`config.mk`:
```
export PLATFORM = sky130hd
export DESIGN_NAME = deserializer_flat
export DESIGN_NICKNAME = d
export VERILOG_FILES = /design/src/rtl/deserializer_if.sv /design/src/rtl/deserializer.sv /design/src/flat_wrapper.sv
export SDC_FILE = /design/constraint.sdc
export NUM_CORES = 1
export LEC_CHECK = 0
export BUFFER_PORTS_ARGS = -buffer_cell sky130_fd_sc_hd__buf_2
export CORE_MARGIN = 5
export CORE_UTILIZATION = 55
export CTS_CLUSTER_DIAMETER = 120
export DETAILED_ROUTE_END_ITERATION = 10
export PLACE_DENSITY = 0.81
export SLEW_MARGIN = 20
export SYNTH_ARGS = -nofsm -noshare
export SYNTH_HDL_FRONTEND = slang
export SYNTH_SLANG_ARGS = --single-unit
export TNS_END_PERCENT = 5
```
`constraint.sdc`:
```
create_clock -name clock -period 1.8 [get_ports clock]
set_clock_uncertainty 0.15 [all_clocks]
set_input_delay 0.18 -clock clock [delete_from_list [all_inputs] [get_ports clock]]
set_output_delay 0.18 -clock clock [all_outputs]
set_load 0.02 [all_outputs]
```
`src/rtl/deserializer_if.sv`:
```
// Parallel-side port of the deserializer: received word, valid/ready handshake and status pulses.
// parity_error exists only when DESERIALIZER_PARITY_EN is defined.
interface deserializer_if #(
  parameter int unsigned DATA_WIDTH = 8
);
  logic [DATA_WIDTH-1:0] data_out;
  logic                  valid;
  logic                  ready;
  logic                  busy;
  logic                  framing_error;
  logic                  overrun;
`ifdef DESERIALIZER_PARITY_EN
  logic                  parity_error;
`endif

  modport master (
    output data_out, valid, busy, framing_error, overrun,
`ifdef DESERIALIZER_PARITY_EN
    output parity_error,
`endif
    input  ready
  );

  modport slave (
    input  data_out, valid, busy, framing_error, overrun,
`ifdef DESERIALIZER_PARITY_EN
    input  parity_error,
`endif
    output ready
  );
endinterface

```
`src/rtl/deserializer.sv`:
```
// Idle-high, LSB-first serial receiver with start/stop framing and a one-entry output buffer.
// Optional even-parity bit enabled by defining DESERIALIZER_PARITY_EN.
module deserializer #(
  parameter int unsigned DATA_WIDTH   = 8,
  parameter int unsigned CLKS_PER_BIT = 1
) (
  input  logic           clock,
  input  logic           reset_n,
  input  logic           serial_in,
  deserializer_if.master bus
);

  localparam int unsigned CntW = $clog2(CLKS_PER_BIT) + 1;
  localparam int unsigned BitW = $clog2(DATA_WIDTH + 1);
  localparam int unsigned Half = CLKS_PER_BIT / 2;
  localparam logic [CntW-1:0] BitLoad  = CntW'(CLKS_PER_BIT - 1);
  localparam logic [CntW-1:0] HalfLoad = CntW'((Half == 0) ? 0 : Half - 1);
  localparam logic [BitW-1:0] LastBit  = BitW'(DATA_WIDTH - 1);

  typedef enum logic [2:0] {
    StIdle,
    StStart,
    StData,
`ifdef DESERIALIZER_PARITY_EN
    StParity,
`endif
    StStop,
    StWaitHigh
  } state_e;

  state_e                state_q, state_d;
  logic [1:0]            sync_q;
  logic                  s;
  logic [CntW-1:0]       cnt_q, cnt_d;
  logic [BitW-1:0]       bit_q, bit_d;
  logic [DATA_WIDTH-1:0] shift_q, shift_d;
  logic [DATA_WIDTH-1:0] data_q;
  logic                  valid_q;
  logic                  frame_err_q, frame_err_d;
  logic                  overrun_q;
  logic                  deliver;
  logic                  tick;
`ifdef DESERIALIZER_PARITY_EN
  logic                  par_q, par_d;
  logic                  par_err_q, par_err_d;
`endif

  assign s    = sync_q[1];
  assign tick = (cnt_q == '0);

  always_comb begin
    state_d     = state_q;
    cnt_d       = cnt_q;
    bit_d       = bit_q;
    shift_d     = shift_q;
    deliver     = 1'b0;
    frame_err_d = 1'b0;
`ifdef DESERIALIZER_PARITY_EN
    par_d       = par_q;
    par_err_d   = 1'b0;
`endif
    unique case (state_q)
      StIdle: begin
        if (!s) begin
          bit_d = '0;
          // With one clock per bit the detection cycle already is the start-bit sample.
          if (Half == 0) begin
            state_d = StData;
            cnt_d   = BitLoad;
          end else begin
            state_d = StStart;
            cnt_d   = HalfLoad;
          end
        end
      end
      StStart: begin
        if (tick) begin
          state_d = s ? StIdle : StData;
          cnt_d   = BitLoad;
          bit_d   = '0;
        end else begin
          cnt_d = cnt_q - CntW'(1);
        end
      end
      StData: begin
        if (tick) begin
          // Shifting in from the top leaves bit k at position k after the last sample.
          shift_d = {s, shift_q[DATA_WIDTH-1:1]};
          cnt_d   = BitLoad;
          bit_d   = bit_q + BitW'(1);
          if (bit_q == LastBit) begin
`ifdef DESERIALIZER_PARITY_EN
            state_d = StParity;
`else
            state_d = StStop;
`endif
          end
        end else begin
          cnt_d = cnt_q - CntW'(1);
        end
      end
`ifdef DESERIALIZER_PARITY_EN
      StParity: begin
        if (tick) begin
          par_d   = s;
          cnt_d   = BitLoad;
          state_d = StStop;
        end else begin
          cnt_d = cnt_q - CntW'(1);
        end
      end
`endif
      StStop: begin
        if (tick) begin
          if (s) begin
            deliver = 1'b1;
            state_d = StIdle;
`ifdef DESERIALIZER_PARITY_EN
            par_err_d = (par_q != ^shift_q);
`endif
          end else begin
            frame_err_d = 1'b1;
            state_d     = StWaitHigh;
          end
        end else begin
          cnt_d = cnt_q - CntW'(1);
        end
      end
      StWaitHigh: begin
        if (s) state_d = StIdle;
      end
      default: state_d = StIdle;
    endcase
  end

  always_ff @(posedge clock or negedge reset_n) begin
    if (!reset_n) begin
      sync_q      <= 2'b11;
      state_q     <= StIdle;
      cnt_q       <= '0;
      bit_q       <= '0;
      shift_q     <= '0;
      frame_err_q <= 1'b0;
`ifdef DESERIALIZER_PARITY_EN
      par_q       <= 1'b0;
      par_err_q   <= 1'b0;
`endif
    end else begin
      sync_q      <= {sync_q[0], serial_in};
      state_q     <= state_d;
      cnt_q       <= cnt_d;
      bit_q       <= bit_d;
      shift_q     <= shift_d;
      frame_err_q <= frame_err_d;
`ifdef DESERIALIZER_PARITY_EN
      par_q       <= par_d;
      par_err_q   <= par_err_d;
`endif
    end
  end

  // One-entry buffer: a same-cycle accept frees the slot for the incoming word.
  always_ff @(posedge clock or negedge reset_n) begin
    if (!reset_n) begin
      data_q    <= '0;
      valid_q   <= 1'b0;
      overrun_q <= 1'b0;
    end else begin
      overrun_q <= deliver && valid_q && !bus.ready;
      if (deliver && (!valid_q || bus.ready)) begin
        data_q  <= shift_q;
        valid_q <= 1'b1;
      end else if (!deliver && valid_q && bus.ready) begin
        valid_q <= 1'b0;
      end
    end
  end

  assign bus.data_out      = data_q;
  assign bus.valid         = valid_q;
  assign bus.busy          = (state_q != StIdle);
  assign bus.framing_error = frame_err_q;
  assign bus.overrun       = overrun_q;
`ifdef DESERIALIZER_PARITY_EN
  assign bus.parity_error  = par_err_q;
`endif

endmodule

```
`src/flat_wrapper.sv`:
```
// flat-port wrapper written by rule: the top's interface ports become plain ports
module deserializer_flat 
#(
  parameter int unsigned DATA_WIDTH   = 8,
  parameter int unsigned CLKS_PER_BIT = 1
)
  (clock, reset_n, serial_in, bus_data_out, bus_valid, bus_busy, bus_framing_error, bus_overrun, bus_ready);
  deserializer_if #(.DATA_WIDTH(DATA_WIDTH)) bus_i ();
  input  logic clock;
  input  logic reset_n;
  input  logic serial_in;
  output wire logic [$bits(bus_i.data_out)-1:0] bus_data_out;
  output wire logic [$bits(bus_i.valid)-1:0] bus_valid;
  output wire logic [$bits(bus_i.busy)-1:0] bus_busy;
  output wire logic [$bits(bus_i.framing_error)-1:0] bus_framing_error;
  output wire logic [$bits(bus_i.overrun)-1:0] bus_overrun;
  input wire logic [$bits(bus_i.ready)-1:0] bus_ready;
  assign bus_data_out = bus_i.data_out;
  assign bus_valid = bus_i.valid;
  assign bus_busy = bus_i.busy;
  assign bus_framing_error = bus_i.framing_error;
  assign bus_overrun = bus_i.overrun;
  assign bus_i.ready = bus_ready;
  deserializer #(.DATA_WIDTH(DATA_WIDTH), .CLKS_PER_BIT(CLKS_PER_BIT)) u_core (.clock(clock), .reset_n(reset_n), .serial_in(serial_in), .bus(bus_i));
endmodule
```
* Word-level counts from Yosys, hierarchy flattened
Index checks and enable logic that the tools add are counted.
** Operators by class
- Bitwise logic cells :: 1
- Muxes and demuxes :: 24
- Add/subtract/negate cells :: 2
- Reductions and logical operators :: 19
- Equality and inequality tests :: 11
** Operators by type and width (count)
- $mux 3 :: 7
- $pmux 3 s5 :: 1
- $mux 4 :: 3
- $pmux 4 s3 :: 1
- $mux 1 :: 10
- $ne 2x2->1 const B :: 4
- $eq 3x2->1 const B :: 2
- $reduce_and 6->1 :: 1
- $reduce_bool 3->1 :: 2
- $logic_and 1x1->1 :: 5
- $add 4x1->4 const B :: 1
- $eq 4x3->1 const B :: 1
- $ne 2x1->1 const B :: 2
- $reduce_and 2->1 :: 2
- $reduce_and 4->1 :: 1
- $reduce_bool 2->1 :: 2
- $eq 3x1->1 const B :: 1
- $eq 3x3->1 const B :: 1
- $logic_not 1->1 :: 3
- $logic_not 3->1 :: 1
- $reduce_or 3->1 :: 1
- $mux 2 :: 1
- $pmux 1 s2 :: 1
- $logic_or 1x1->1 :: 1
- 2 further kinds :: 2
** Storage, ports and cells
- Word-level logic and storage cells :: 66
- Output and inout port bits :: 12
- Input bits :: 4
- Bits in registers :: 29

* Depth between registers and ports, before layout
- Depth after elaboration :: 8
- Depth in mapped cells :: 5
- Mapped depth without buffers :: 4

* Worst setup path before layout
Ideal clock, no wire load.
- Kind :: register -> register
- Start :: register u_core.sync_q[1]
- End :: register u_core.data_q[0] (netlist: u_core.bus.data_out[0])
- Data arrival time :: 1.285 ns
- Clock period less this slack :: 1.560 ns
- Slack :: 0.240 ns
- Required time :: 1.525 ns
- Stages on the path, launching flop included :: 5
- Setup time :: 0.125 ns
- Path buffers :: 1
- Cells stage by stage :: dfstp_2 nand4b_1 nor2b_2 buf_6 mux2_4
** Between the ends
- Cells in the longest elaborated chain, start to end :: 4
** Ends and longest elaborated chain
- start, declared :: RTL line deserializer.sv:32 : logic [1:0] sync_q;
- start signal, assigned :: RTL line deserializer.sv:149 : sync_q <= {sync_q[0], serial_in};
- $mux 1 :: RTL line deserializer.sv:115 : if (s) begin
- $mux 1 :: RTL line deserializer.sv:114 : if (tick) begin
- $mux 1 :: RTL line deserializer.sv:62 : unique case (state_q)
- $logic_and 1x1->1 :: RTL line deserializer.sv:170 : if (deliver && (!valid_q || bus.ready)) begin
- end signal, assigned :: RTL line deserializer.sv:171 : data_q <= shift_q;
- end, declared :: RTL line deserializer.sv:37 : logic [DATA_WIDTH-1:0] data_q;
No other way between the ends.
A chain may end at the register's enable or synchronous reset.

* Worst setup path after layout
- Start :: register u_core.sync_q[1]
- End :: register u_core.data_q[7] (netlist: u_core.bus.data_out[7])
Same word-level chain as after synthesis.

==> reports/results.tsv <==
stage	metric	value	unit
floorplanning	io_pins	16	
critical_path	crit_family	flip-flops	
cells_and_area	antennaDiodeCount	0	
critical_path	cp-end-kind	flip-flop	
floorplanning	fp.coreArea	2000	sq um
clock_network	cts_max_path_buffers	2	
critical_path	required	1.87	ns
synth	syn-mean-instance-area	14.2	sq um
timing	maxSlewViolCount	0	
cells_and_area	drive_above_1_share	36.2	%
clock_network	cts_tree	built	
cells_and_area	num-fill-cells	134	
synth	netlist_area	1180	sq um
critical_path	crit_fanout	8	
critical_path	slowest_stage	dfstp_2	
timing	hold_viol	0	
flow_run	maxCapViolCount	0	
timing	fin_hold_ws	0.211	ns
clock_network	cts-buffers-inserted	3	
timing	setup_violations	0	
grt	top_usage_layer	met2	
synth	ys_top_cells_by_area	dfrtp_1 (55%), mux2_4 (10%), mux2_1 (7.6%), dfstp_2 (4.4%), a22o_1 (2.2%)	
timing	tightestPinTransition	0.591	ns
timing	relSlewSlack	60.6	%
timing	period_needed	1.73	ns
grt	grt_util_met1	19.1	%
synth	seq_area_frac_synth	59.5	%
synth	yosysTopAreaCell	dfrtp_1	
routing	drt_wl_total	2070	um
grt	overflow	0	
grt	antenna_found_initial	0	
place	dp.cells	125	
grt	groute.usage.overall	14.6	%
cells_and_area	most-common-layout-cells	dfrtp_1 (26), buf_2 (15), mux2_4 (8), mux2_1 (8)	
synth	synth_seq_cells	28	
clock_network	cts_setup_buffers	0	
critical_path	crit_buf_inv	1	
hold_path	hold_class	input port to asynchronous set/reset pin	
critical_path	critPathMaxStageDelay	0.62	ns
place	dpl_cell_area	1300	sq um
critical_path	arrival	1.80	ns
routing	avgViaCountPerCell	5.42	
grt	grt_start_max_net_pins	29	
place	port-buffer-count	15	
floorplanning	dieArea	3170	sq um
routing	num_vias	715	
grt	met3_usage	2.98	%
grt	grt_pass1_vias	748	
power_and_ir_drop	power.density	1680	nW/um^2
critical_path	critPathKind	flip-flop to flip-flop	
floorplanning	start_util	59.0	%
routing	wire_per_inst	15.7	um
cells_and_area	areaGrowthSynthToFinish	17.1	%
power_and_ir_drop	total_leakage_power	0.000654	uW
clock_network	cts_root_buf	clkbuf_4	
timing	rsz0062_at_grt	false	
cells_and_area	postLayoutCellArea	1380	sq um
outcome	outcome	finished clean	
synth	synth_warnings	0	
timing	max_freq	577	MHz
synth	synth_nets	88	
power_and_ir_drop	power	2320	uW
routing	dr.pass1.iters	4	
clock_network	clock_latency	0.33	ns
power_and_ir_drop	ir_drop	0.000963	V
clock_network	clk_pin_slew	0.15	ns
clock_network	cts_sinks	28	
critical_path	setup.worst_path.start_class	flip-flop	
place	hpwl	1420	um
grt	gr-usage-met2	24.0	%
critical_path	path_cells	nand4b_1 -> nor2b_2 -> buf_12 -> mux2_4	
timing	tns	0	ns
cells_and_area	final_common_cell	dfrtp_1	
synth	synth_top_area_share	55.1	%
timing	min_period_over_period	96.2	%
floorplanning	die_y	56.3	um
synth	synthCells	83	
floorplanning	die_x	56.3	um
floorplanning	fp-row-count	16	
grt	grt_pass1_wl	3590	um
synth	synth_cell_types	27	
place	gp_congestion	0.790	
routing	drtIter0Drc	17	
cells_and_area	nNetsFinal	111	
cells_and_area	final_cells	132	
routing	drc	0	
clock_network	htreeDepth	1	
routing	drt.antenna.violating_nets	0	
-- synth_stat cells --
cell type	number
ha_1	1
inv_1	2
a21o_1	1
nand4b_1	1
dfrtp_1	26
nand2_1	4
a21oi_1	3
buf_2	1
and4b_1	1
mux2_1	8
nor3b_2	1
o22ai_1	1
o21ai_0	1
nor2_1	4
buf_4	2
nor2b_2	1
nor2b_1	1
buf_6	2
nor4bb_1	1
dfstp_2	2
nand3_1	2
a22o_1	3
mux2_2	1
a41oi_1	2
a211oi_1	1
nand2b_1	2
mux2_4	8
-- registers in the layout (all words and copies together) (netlist names) --
register	flops
u_core.bit_q	4
u_core.bus.data_out	8
u_core.bus.framing_error	1
u_core.bus.overrun	1
u_core.bus.valid	1
u_core.shift_q	8
u_core.state_q	3
u_core.sync_q	2
-- path summary, 6_finish.rpt --
path	start	endpoint	slack, ns	cells past startpoint
setup / recovery	u_core.sync_q[1]	u_core.bus.data_out[7]	0.07	4
hold / removal	reset_n	u_core.bus.data_out[3]	0.21	2
setup reg to reg	u_core.sync_q[1]	u_core.bus.data_out[7]	0.07	4
hold reg to reg	u_core.sync_q[0]	u_core.sync_q[1]	0.22	0
max in group asynchronous	reset_n	u_core.shift_q[3]	0.89	2
min in group clock	u_core.sync_q[0]	u_core.sync_q[1]	0.22	0
-- kinds of logic after synthesis --
logic type | after synthesis | synth area share (%)
DFF | 28 | 59.5
and+or+nand+nor | 18 | 9.22
muxes | 17 | 18.8
AOI/OAI and AO/OA | 12 | 7.20
buffers and inverters | 7 | 4.24
adders and majority gates | 1 | 1.06
-- layer usage --
metal  vias up  wire, um
met1       349       981
met5         -         0
met4         0        21
met3         4        86
met2        22       977
li1        340         -
-- per-stage QoR --
step / worst slack [ns] / util (%)
global route: 0.0105 / 69.1
CTS: 0.0487 / 68.4
detailed placement: 0.0976 / 64.8
global placement: 0.187 / 64.8
floorplan: 0.240 / -
finish: 0.0681 / 69.1
-- report_power, final --
part           switching [uW]  internal [uW]
clock                     180            225
sequential                184            876
combinational             400            457
total                     764           1560
-- cell type report --
cell class,instances,area [sq um],area share [%]
sequential,28,703,50.9
multi-input combinational,48,430,31.1
timing repair buffer,23,155,11.2
tap,27,33.8,2.44
clock inverter,1,30.0,2.17
clock buffer,3,22.5,1.63
inverter,2,7.51,0.543
-- what timing repair did --
action,4_1_cts,5_1_grt
hold endpoints to repair,27,2
setup endpoints to repair,0,1
hold buffers,2,1
resized for setup,0,1
-- worst register-to-register path: cells and delay by family, from the launching register on --
family                 cells  cell delay, ns
buffers and inverters      1            0.16
AND/OR/NAND/NOR            2            0.39
multiplexers               1            0.30
flip-flops                 1            0.62
No activity file was read; power rests on OpenSTA's default activity.
